`config.mk`:
```
export PLATFORM = sky130hd
export DESIGN_NAME = pwm_duty_meter
export DESIGN_NICKNAME = d
export VERILOG_FILES = /design/src/rtl/pwm_pkg.sv /design/src/rtl/pwm_edge_sync.sv /design/src/rtl/pwm_duty_meter.sv
export SDC_FILE = /design/constraint.sdc
export NUM_CORES = 1
export LEC_CHECK = 0
export ABC_AREA = 1
export CAP_MARGIN = 0
export CORE_UTILIZATION = 50
export CTS_CLUSTER_DIAMETER = 50
export DETAILED_ROUTE_END_ITERATION = 7
export GPL_TIMING_DRIVEN = 0
export PLACE_DENSITY = 0.79
export SLEW_MARGIN = 20
export SYNTH_ARGS = -nofsm -noshare
export SYNTH_HDL_FRONTEND = slang
export SYNTH_SLANG_ARGS = --single-unit
```
`constraint.sdc`:
```
create_clock -name i_clk -period 4 [get_ports i_clk]
set_clock_uncertainty 0.15 [all_clocks]
set_input_delay 0.8 -clock i_clk [delete_from_list [all_inputs] [get_ports i_clk]]
set_output_delay 0.8 -clock i_clk [all_outputs]
set_load 0.01 [all_outputs]
```
`src/rtl/pwm_pkg.sv`:
```
// Shared types and constants for the PWM duty meter.
// Build option: PWM_GLITCH_FILTER_EN adds a majority filter, which lengthens edge-detector warm-up.
`timescale 1ns/1ps
package pwm_pkg;

    typedef enum logic [2:0] {
        LVL_OFF = 3'd0,
        LVL_300 = 3'd1,
        LVL_600 = 3'd2,
        LVL_800 = 3'd3,
        LVL_999 = 3'd4
    } level_e;

    typedef enum logic [1:0] {
        ST_IDLE = 2'd0,
        ST_HIGH = 2'd1,
        ST_LOW  = 2'd2
    } state_e;

    // Nominal thresholds in generator ticks; scaled by CLK_PER_TICK at use.
    localparam int unsigned THR_300    = 150;
    localparam int unsigned THR_600    = 450;
    localparam int unsigned THR_800    = 700;
    localparam int unsigned THR_999    = 900;
    localparam int unsigned NOM_PERIOD = 1000;

    // Cycles after reset before the edge detector's history reflects the pin.
`ifdef PWM_GLITCH_FILTER_EN
    localparam int unsigned EDGE_WARM_CYCLES = 5;
`else
    localparam int unsigned EDGE_WARM_CYCLES = 3;
`endif

    function automatic level_e classify(input logic [31:0] high, input int unsigned tick);
        level_e lvl;
        if (high < THR_300 * tick)      lvl = LVL_OFF;
        else if (high < THR_600 * tick) lvl = LVL_300;
        else if (high < THR_800 * tick) lvl = LVL_600;
        else if (high < THR_999 * tick) lvl = LVL_800;
        else                            lvl = LVL_999;
        return lvl;
    endfunction

endpackage

```
`src/rtl/pwm_edge_sync.sv`:
```
// Synchroniser, optional 3-sample majority filter (PWM_GLITCH_FILTER_EN) and registered edge pulses.
// Edges are suppressed until the pipeline has filled after reset, so a line held high is not a rise.
`timescale 1ns/1ps
module pwm_edge_sync
    import pwm_pkg::*;
(
    input  logic i_clk,
    input  logic i_reset_n,
    input  logic i_pwm,
    output logic o_rise,
    output logic o_fall,
    output logic o_line
);

    logic r_sync1;
    logic r_sync2;
    logic w_clean;

    // NOTE: sequential state uses non-blocking assignments so every flop samples pre-edge values.
    always_ff @(posedge i_clk or negedge i_reset_n) begin
        if (!i_reset_n) begin
            r_sync1 <= 1'b0;
            r_sync2 <= 1'b0;
        end else begin
            r_sync1 <= i_pwm;
            r_sync2 <= r_sync1;
        end
    end

`ifdef PWM_GLITCH_FILTER_EN
    logic r_hist0;
    logic r_hist1;
    logic r_filt;

    always_ff @(posedge i_clk or negedge i_reset_n) begin
        if (!i_reset_n) begin
            r_hist0 <= 1'b0;
            r_hist1 <= 1'b0;
            r_filt  <= 1'b0;
        end else begin
            r_hist0 <= r_sync2;
            r_hist1 <= r_hist0;
            r_filt  <= (r_sync2 & r_hist0) | (r_sync2 & r_hist1) | (r_hist0 & r_hist1);
        end
    end

    assign w_clean = r_filt;
`else
    assign w_clean = r_sync2;
`endif

    logic       r_prev;
    logic       r_rise;
    logic       r_fall;
    logic [2:0] r_warm;
    logic       w_armed;

    assign w_armed = (r_warm == 3'(EDGE_WARM_CYCLES));

    always_ff @(posedge i_clk or negedge i_reset_n) begin
        if (!i_reset_n) begin
            r_warm <= 3'd0;
            r_prev <= 1'b0;
            r_rise <= 1'b0;
            r_fall <= 1'b0;
        end else begin
            if (!w_armed) r_warm <= r_warm + 3'd1;
            r_prev <= w_clean;
            r_rise <= w_armed &  w_clean & ~r_prev;
            r_fall <= w_armed & ~w_clean &  r_prev;
        end
    end

    assign o_rise = r_rise;
    assign o_fall = r_fall;
    assign o_line = r_prev;

endmodule

```
`src/rtl/pwm_duty_meter.sv`:
```
// PWM duty meter: measures high time and period of one PWM line and classifies the duty level.
// Build option: PWM_GLITCH_FILTER_EN (see pwm_edge_sync) rejects 1-cycle pulses.
`timescale 1ns/1ps
module pwm_duty_meter
    import pwm_pkg::*;
#(
    parameter int unsigned CNT_W        = 20,
    parameter int unsigned CLK_PER_TICK = 1,
    parameter int unsigned TIMEOUT      = 4096,
    parameter int unsigned PERIOD_TOL   = 8
) (
    input  logic             i_clk,
    input  logic             i_reset_n,
    input  logic             i_pwm,
    output logic             o_valid,
    output logic [CNT_W-1:0] o_high_cnt,
    output logic [CNT_W-1:0] o_period_cnt,
    output logic [2:0]       o_level,
    output logic             o_period_err,
    output logic             o_stuck
);

    localparam logic [CNT_W-1:0] TMO    = CNT_W'(TIMEOUT);
    localparam int unsigned      NOM    = NOM_PERIOD * CLK_PER_TICK;
    localparam int unsigned      PER_LO = (NOM > PERIOD_TOL) ? NOM - PERIOD_TOL : 0;
    localparam int unsigned      PER_HI = NOM + PERIOD_TOL;

    function automatic logic [CNT_W-1:0] sat_inc(input logic [CNT_W-1:0] v);
        return (&v) ? v : v + CNT_W'(1);
    endfunction

    logic w_rise;
    logic w_fall;
    logic w_line;

    pwm_edge_sync u_edge (
        .i_clk     (i_clk),
        .i_reset_n (i_reset_n),
        .i_pwm     (i_pwm),
        .o_rise    (w_rise),
        .o_fall    (w_fall),
        .o_line    (w_line)
    );

    state_e           r_state;
    state_e           w_state_nxt;
    logic [CNT_W-1:0] r_high_cnt;
    logic [CNT_W-1:0] r_period_cnt;
    logic             w_tmo_hit;
    logic             w_start;
    logic             w_capture;
    logic             w_timeout;

    assign w_tmo_hit = (r_period_cnt == TMO);

    always_ff @(posedge i_clk or negedge i_reset_n) begin
        if (!i_reset_n) r_state <= ST_IDLE;
        else            r_state <= w_state_nxt;
    end

    // NOTE: every always_comb output gets a default first, so no path can infer a latch.
    always_comb begin
        w_state_nxt = r_state;
        w_start     = 1'b0;
        w_capture   = 1'b0;
        w_timeout   = 1'b0;
        case (r_state)
            ST_IDLE: begin
                if (w_rise) begin
                    w_start     = 1'b1;
                    w_state_nxt = ST_HIGH;
                end else if (w_tmo_hit) begin
                    w_timeout   = 1'b1;
                end
            end
            ST_HIGH: begin
                if (w_tmo_hit) begin
                    w_timeout   = 1'b1;
                    w_state_nxt = ST_IDLE;
                end else if (w_fall) begin
                    w_state_nxt = ST_LOW;
                end
            end
            ST_LOW: begin
                // A rise on the timeout cycle still completes a normal measurement.
                if (w_rise) begin
                    w_capture   = 1'b1;
                    w_start     = 1'b1;
                    w_state_nxt = ST_HIGH;
                end else if (w_tmo_hit) begin
                    w_timeout   = 1'b1;
                    w_state_nxt = ST_IDLE;
                end
            end
            default: w_state_nxt = ST_IDLE;
        endcase
    end

    // The rise cycle itself is the first cycle of the new period and high phase.
    always_ff @(posedge i_clk or negedge i_reset_n) begin
        if (!i_reset_n) begin
            r_high_cnt   <= '0;
            r_period_cnt <= '0;
        end else if (w_start) begin
            r_high_cnt   <= CNT_W'(1);
            r_period_cnt <= CNT_W'(1);
        end else if (w_timeout) begin
            r_high_cnt   <= '0;
            r_period_cnt <= '0;
        end else begin
            case (r_state)
                ST_IDLE: r_period_cnt <= sat_inc(r_period_cnt);
                ST_HIGH: begin
                    r_period_cnt <= sat_inc(r_period_cnt);
                    if (!w_fall) r_high_cnt <= sat_inc(r_high_cnt);
                end
                ST_LOW:  r_period_cnt <= sat_inc(r_period_cnt);
                default: r_period_cnt <= r_period_cnt;
            endcase
        end
    end

    level_e      w_level_cap;
    logic [31:0] w_period32;
    logic        w_period_err;

    assign w_level_cap  = classify(32'(r_high_cnt), CLK_PER_TICK);
    assign w_period32   = 32'(r_period_cnt);
    assign w_period_err = (w_period32 < PER_LO) || (w_period32 > PER_HI);

    logic             r_valid;
    logic [CNT_W-1:0] r_out_high;
    logic [CNT_W-1:0] r_out_period;
    level_e           r_level;
    logic             r_period_err;
    logic             r_stuck;

    always_ff @(posedge i_clk or negedge i_reset_n) begin
        if (!i_reset_n) begin
            r_valid      <= 1'b0;
            r_out_high   <= '0;
            r_out_period <= '0;
            r_level      <= LVL_OFF;
            r_period_err <= 1'b0;
            r_stuck      <= 1'b0;
        end else begin
            r_valid <= 1'b0;
            if (w_capture) begin
                r_valid      <= 1'b1;
                r_out_high   <= r_high_cnt;
                r_out_period <= r_period_cnt;
                r_level      <= w_level_cap;
                r_period_err <= w_period_err;
                r_stuck      <= 1'b0;
            end else if (w_timeout) begin
                r_valid      <= 1'b1;
                r_out_high   <= w_line ? TMO : '0;
                r_out_period <= TMO;
                r_level      <= w_line ? LVL_999 : LVL_OFF;
                r_period_err <= 1'b0;
                r_stuck      <= 1'b1;
            end
        end
    end

    assign o_valid      = r_valid;
    assign o_high_cnt   = r_out_high;
    assign o_period_cnt = r_out_period;
    assign o_level      = r_level;
    assign o_period_err = r_period_err;
    assign o_stuck      = r_stuck;

endmodule

```
==> results.sh <==
export IMPL_io_pins=49
export IMPL_wl_per_cell_um=14.9
export IMPL_powerDensity_nw_per_um2=421
export IMPL_syn2layout_area_growth_pct=17.3
export IMPL_seq_area_frac_synth_pct=47.5
export IMPL_grt_pass1_vias=4227
export IMPL_worst_pin_slew_ns=0.511
export IMPL_nNetsFinal=716
export IMPL_rsz0062_at_grt="false"
export IMPL_cts_tree="yes"
export IMPL_ctsResizeCount=0
export IMPL_place_congestion=0.959
export IMPL_synthTopCellsByCount="143 x nand2_1, 96 x dfrtp_1, 83 x nand3_1"
export IMPL_ys_flop_type="dfrtp_1"
export IMPL_grt_max_degree=78
export IMPL_yosysWarnings=0
export IMPL_worstSetupStartpointType="flip-flop"
export IMPL_drive_above_1_share_pct=8.15
export IMPL_die_height_um=103
export IMPL_clkSinkCount=96
export IMPL_critPathMaxStageDelay_ns=0.46
export IMPL_firstDrtPassIters=6
export IMPL_start_util_pct=51.8
export IMPL_clk_latency_ns=0.36
export IMPL_holdBufCountCts=0
export IMPL_finalWirelength_um=12600
export IMPL_finalPower_mw=2.50
export IMPL_path_clk_slew_ns=0.10
export IMPL_cp_max_fo=10
export IMPL_antenna_cells=0
export IMPL_critPathKind="flip-flop to flip-flop"
export IMPL_row_count=36
export IMPL_cts_made_buffers=9
export IMPL_gr_usage_met1_pct=38.4
export IMPL_die_area_um2=10500
export IMPL_async_flop_share_pct=100
export IMPL_endpoint_kind="flip-flop"
export IMPL_antenna_found_initial=0
export IMPL_die_w_um=103
export IMPL_synth_most_common_cell="nand2_1"
export IMPL_period_needed_ns=2.27
export IMPL_post_cts_buffers=0
export IMPL_setup_violations=0
export IMPL_synthTopCellsByArea="dfrtp_1 47%, nand2_1 11%, nand3_1 8.2%, nor2_1 5.9%, o21ai_0 5.4%"
export IMPL_core_area_um2=9770
export IMPL_fillers=874
export IMPL_final_cells=845
export IMPL_slowest_stage="dfrtp_1"
export IMPL_arrival_ns=2.33
export IMPL_synth_top_area_cell="dfrtp_1"
export IMPL_hold_violations=0
export IMPL_path_cells="ha_1 > nand3_2 > nor2_4 > nand4_2 > o21ai_2 > inv_2 > nor2_4 > buf_6 > o21ai_0"
export IMPL_grt_busiest_layer="met2"
export IMPL_syn_nets=656
export IMPL_drtAntennaViolNets=0
export IMPL_status="finished clean"
export IMPL_vdd_drop_max_mv=0.202
export IMPL_fmax_mhz=440
export IMPL_vias_per_cell=5.52
export IMPL_grt_overflow=0
export IMPL_place_inst=830
export IMPL_synth_area_um2=5060
export IMPL_drt_iter0_markers=410
export IMPL_track_usage_pct=26.0
export IMPL_synth_seq_cells=96
export IMPL_synth_edf_count=0
export IMPL_vias=4662
export IMPL_p_leak_nw=2.70
export IMPL_cts_htree_levels=3
export IMPL_route_detailed_drc=0
export IMPL_cap_violations=0
export IMPL_grtUsageMet3_pct=3.73
export IMPL_cp_common_cell="nor2_4"
export IMPL_cts_root_buf="clkbuf_8"
export IMPL_relSlewSlack_pct=66.0
export IMPL_hpwlAfterDp_um=9590
export IMPL_synth_top_area_share_pct=47.5
export IMPL_cp_required_ns=4.06
export IMPL_slew_violations=0
export IMPL_syn_avg_cell_area_um2=7.81
export IMPL_grt_pass1_wl_um=20900
export IMPL_io_buffers=48
export IMPL_use_met2_pct=39.1
export IMPL_cts_buffer_depth=2
export IMPL_syn_inst=648
export IMPL_fin_crit_sh_pct=56.8
export IMPL_synth_distinct_cells=31
export IMPL_hold_class="input port to async pin"
==> sequential cells by signal, summed over array words and instances, names as in the netlist <==
| name | flops |
|---|---|
| u_edge.o_fall | 1 |
| o_period_cnt | 20 |
| u_edge.o_rise | 1 |
| u_edge.r_sync2 | 1 |
| o_period_err | 1 |
| o_level | 3 |
| o_valid | 1 |
| u_edge.r_sync1 | 1 |
| r_high_cnt | 20 |
| u_edge.r_warm | 3 |
| o_high_cnt | 20 |
| u_edge.o_line | 1 |
| r_period_cnt | 20 |
| o_stuck | 1 |
| r_state | 2 |
==> cell families after synthesis <==
logic type      Yosys count  synth area share, %
simple gates            360                 31.8
flops                    96                 47.5
buf+inv                  89                 7.57
compound gates           75                 7.86
xor+xnor                 22                 3.81
fa+ha+maj                 5                 1.24
mux                       1                0.223
==> routing by layer <==
layer  part of all wire [%]  routed length, µm
met5                      0                  0
met4                    1.6                205
met3                    6.3                791
met2                     44               5560
met1                     48               6050
==> through the flow <==
| step | cell area, µm² | util (%) | setup slack (ns) | TNS, ns | hold slack [ns] |
|---|---|---|---|---|---|
| global route | 5930 | 60.7 | 1.61 | 0 | 0.125 |
| detailed placement | 5740 | 58.7 | 1.80 | 0 | 0.185 |
| floorplan | 5060 | - | 2.19 | 0 | 0.181 |
| global placement | 5710 | 58.4 | -1.43 | -137.00 | 0.185 |
| CTS | 5930 | 60.7 | 1.74 | 0 | 0.120 |
| finish | 5930 | 60.7 | 1.73 | 0 | 0.120 |
==> path summary, 6_finish.rpt <==
path                                  from                to  slack [ns]  cells past startpoint
min in group i_clk          u_edge.r_sync1    u_edge.r_sync2        0.21                      0
setup / recovery           r_period_cnt[0]  r_period_cnt[16]        1.73                      9
setup reg to reg           r_period_cnt[0]  r_period_cnt[16]        1.73                      9
hold reg to reg             u_edge.r_sync1    u_edge.r_sync2        0.21                      0
hold / removal                   i_reset_n     r_high_cnt[9]        0.12                      1
max in group asynchronous        i_reset_n  r_period_cnt[19]        2.97                      2
==> worst max-delay path, delay by kind of cell, from the launching register on <==
| kind | cells | cell delay [ns] |
|---|---|---|
| and+or+nand+nor | 4 | 0.62 |
| DFF | 1 | 0.46 |
| AOI/OAI and AO/OA | 2 | 0.31 |
| adders and majority gates | 1 | 0.30 |
| buffers and inverters | 2 | 0.27 |
==> power breakdown <==
group / switching [mW] / internal (mW)
combinational: 0.432 / 0.257
clock: 0.330 / 0.322
sequential: 0.0914 / 1.07
==> cell type report <==
cell class	count	area, µm²	share of cell area, %
Sequential cell	96	2400	40.5
Multi-Input combinational cell	463	2270	38.3
Timing Repair Buffer	49	509	8.58
Buffer	26	146	2.47
Clock inverter	2	38.8	0.654
Inverter	63	236	3.99
Tap cell	133	166	2.80
Clock buffer	13	159	2.68
==> placed cells by master, fill, tap and decap left out <==
master / count
nor2_2: 9
dfrtp_1: 96
nand4_2: 1
nand2_2: 3
o221ai_1: 1
o2111ai_1: 1
nand4_1: 21
nor4_1: 1
ha_1: 5
nand3_2: 3
a31oi_1: 1
buf_4: 4
xnor2_1: 1
clkbuf_1: 12
a21oi_1: 7
nand3_1: 83
o21ai_2: 2
nand3b_1: 1
inv_2: 4
clkinv_4: 1
a21boi_2: 1
o21ai_0: 55
buf_6: 4
nand2_1: 143
nor2_1: 79
nor3_1: 13
buf_2: 9
nor2_4: 3
inv_1: 59
o21ai_1: 7
clkbuf_8: 11
clkdlybuf4s50_1: 47
mux2_2: 1
xor2_1: 21
bufinv_16: 1
buf_16: 1
Power figures use the tool's default switching activity.
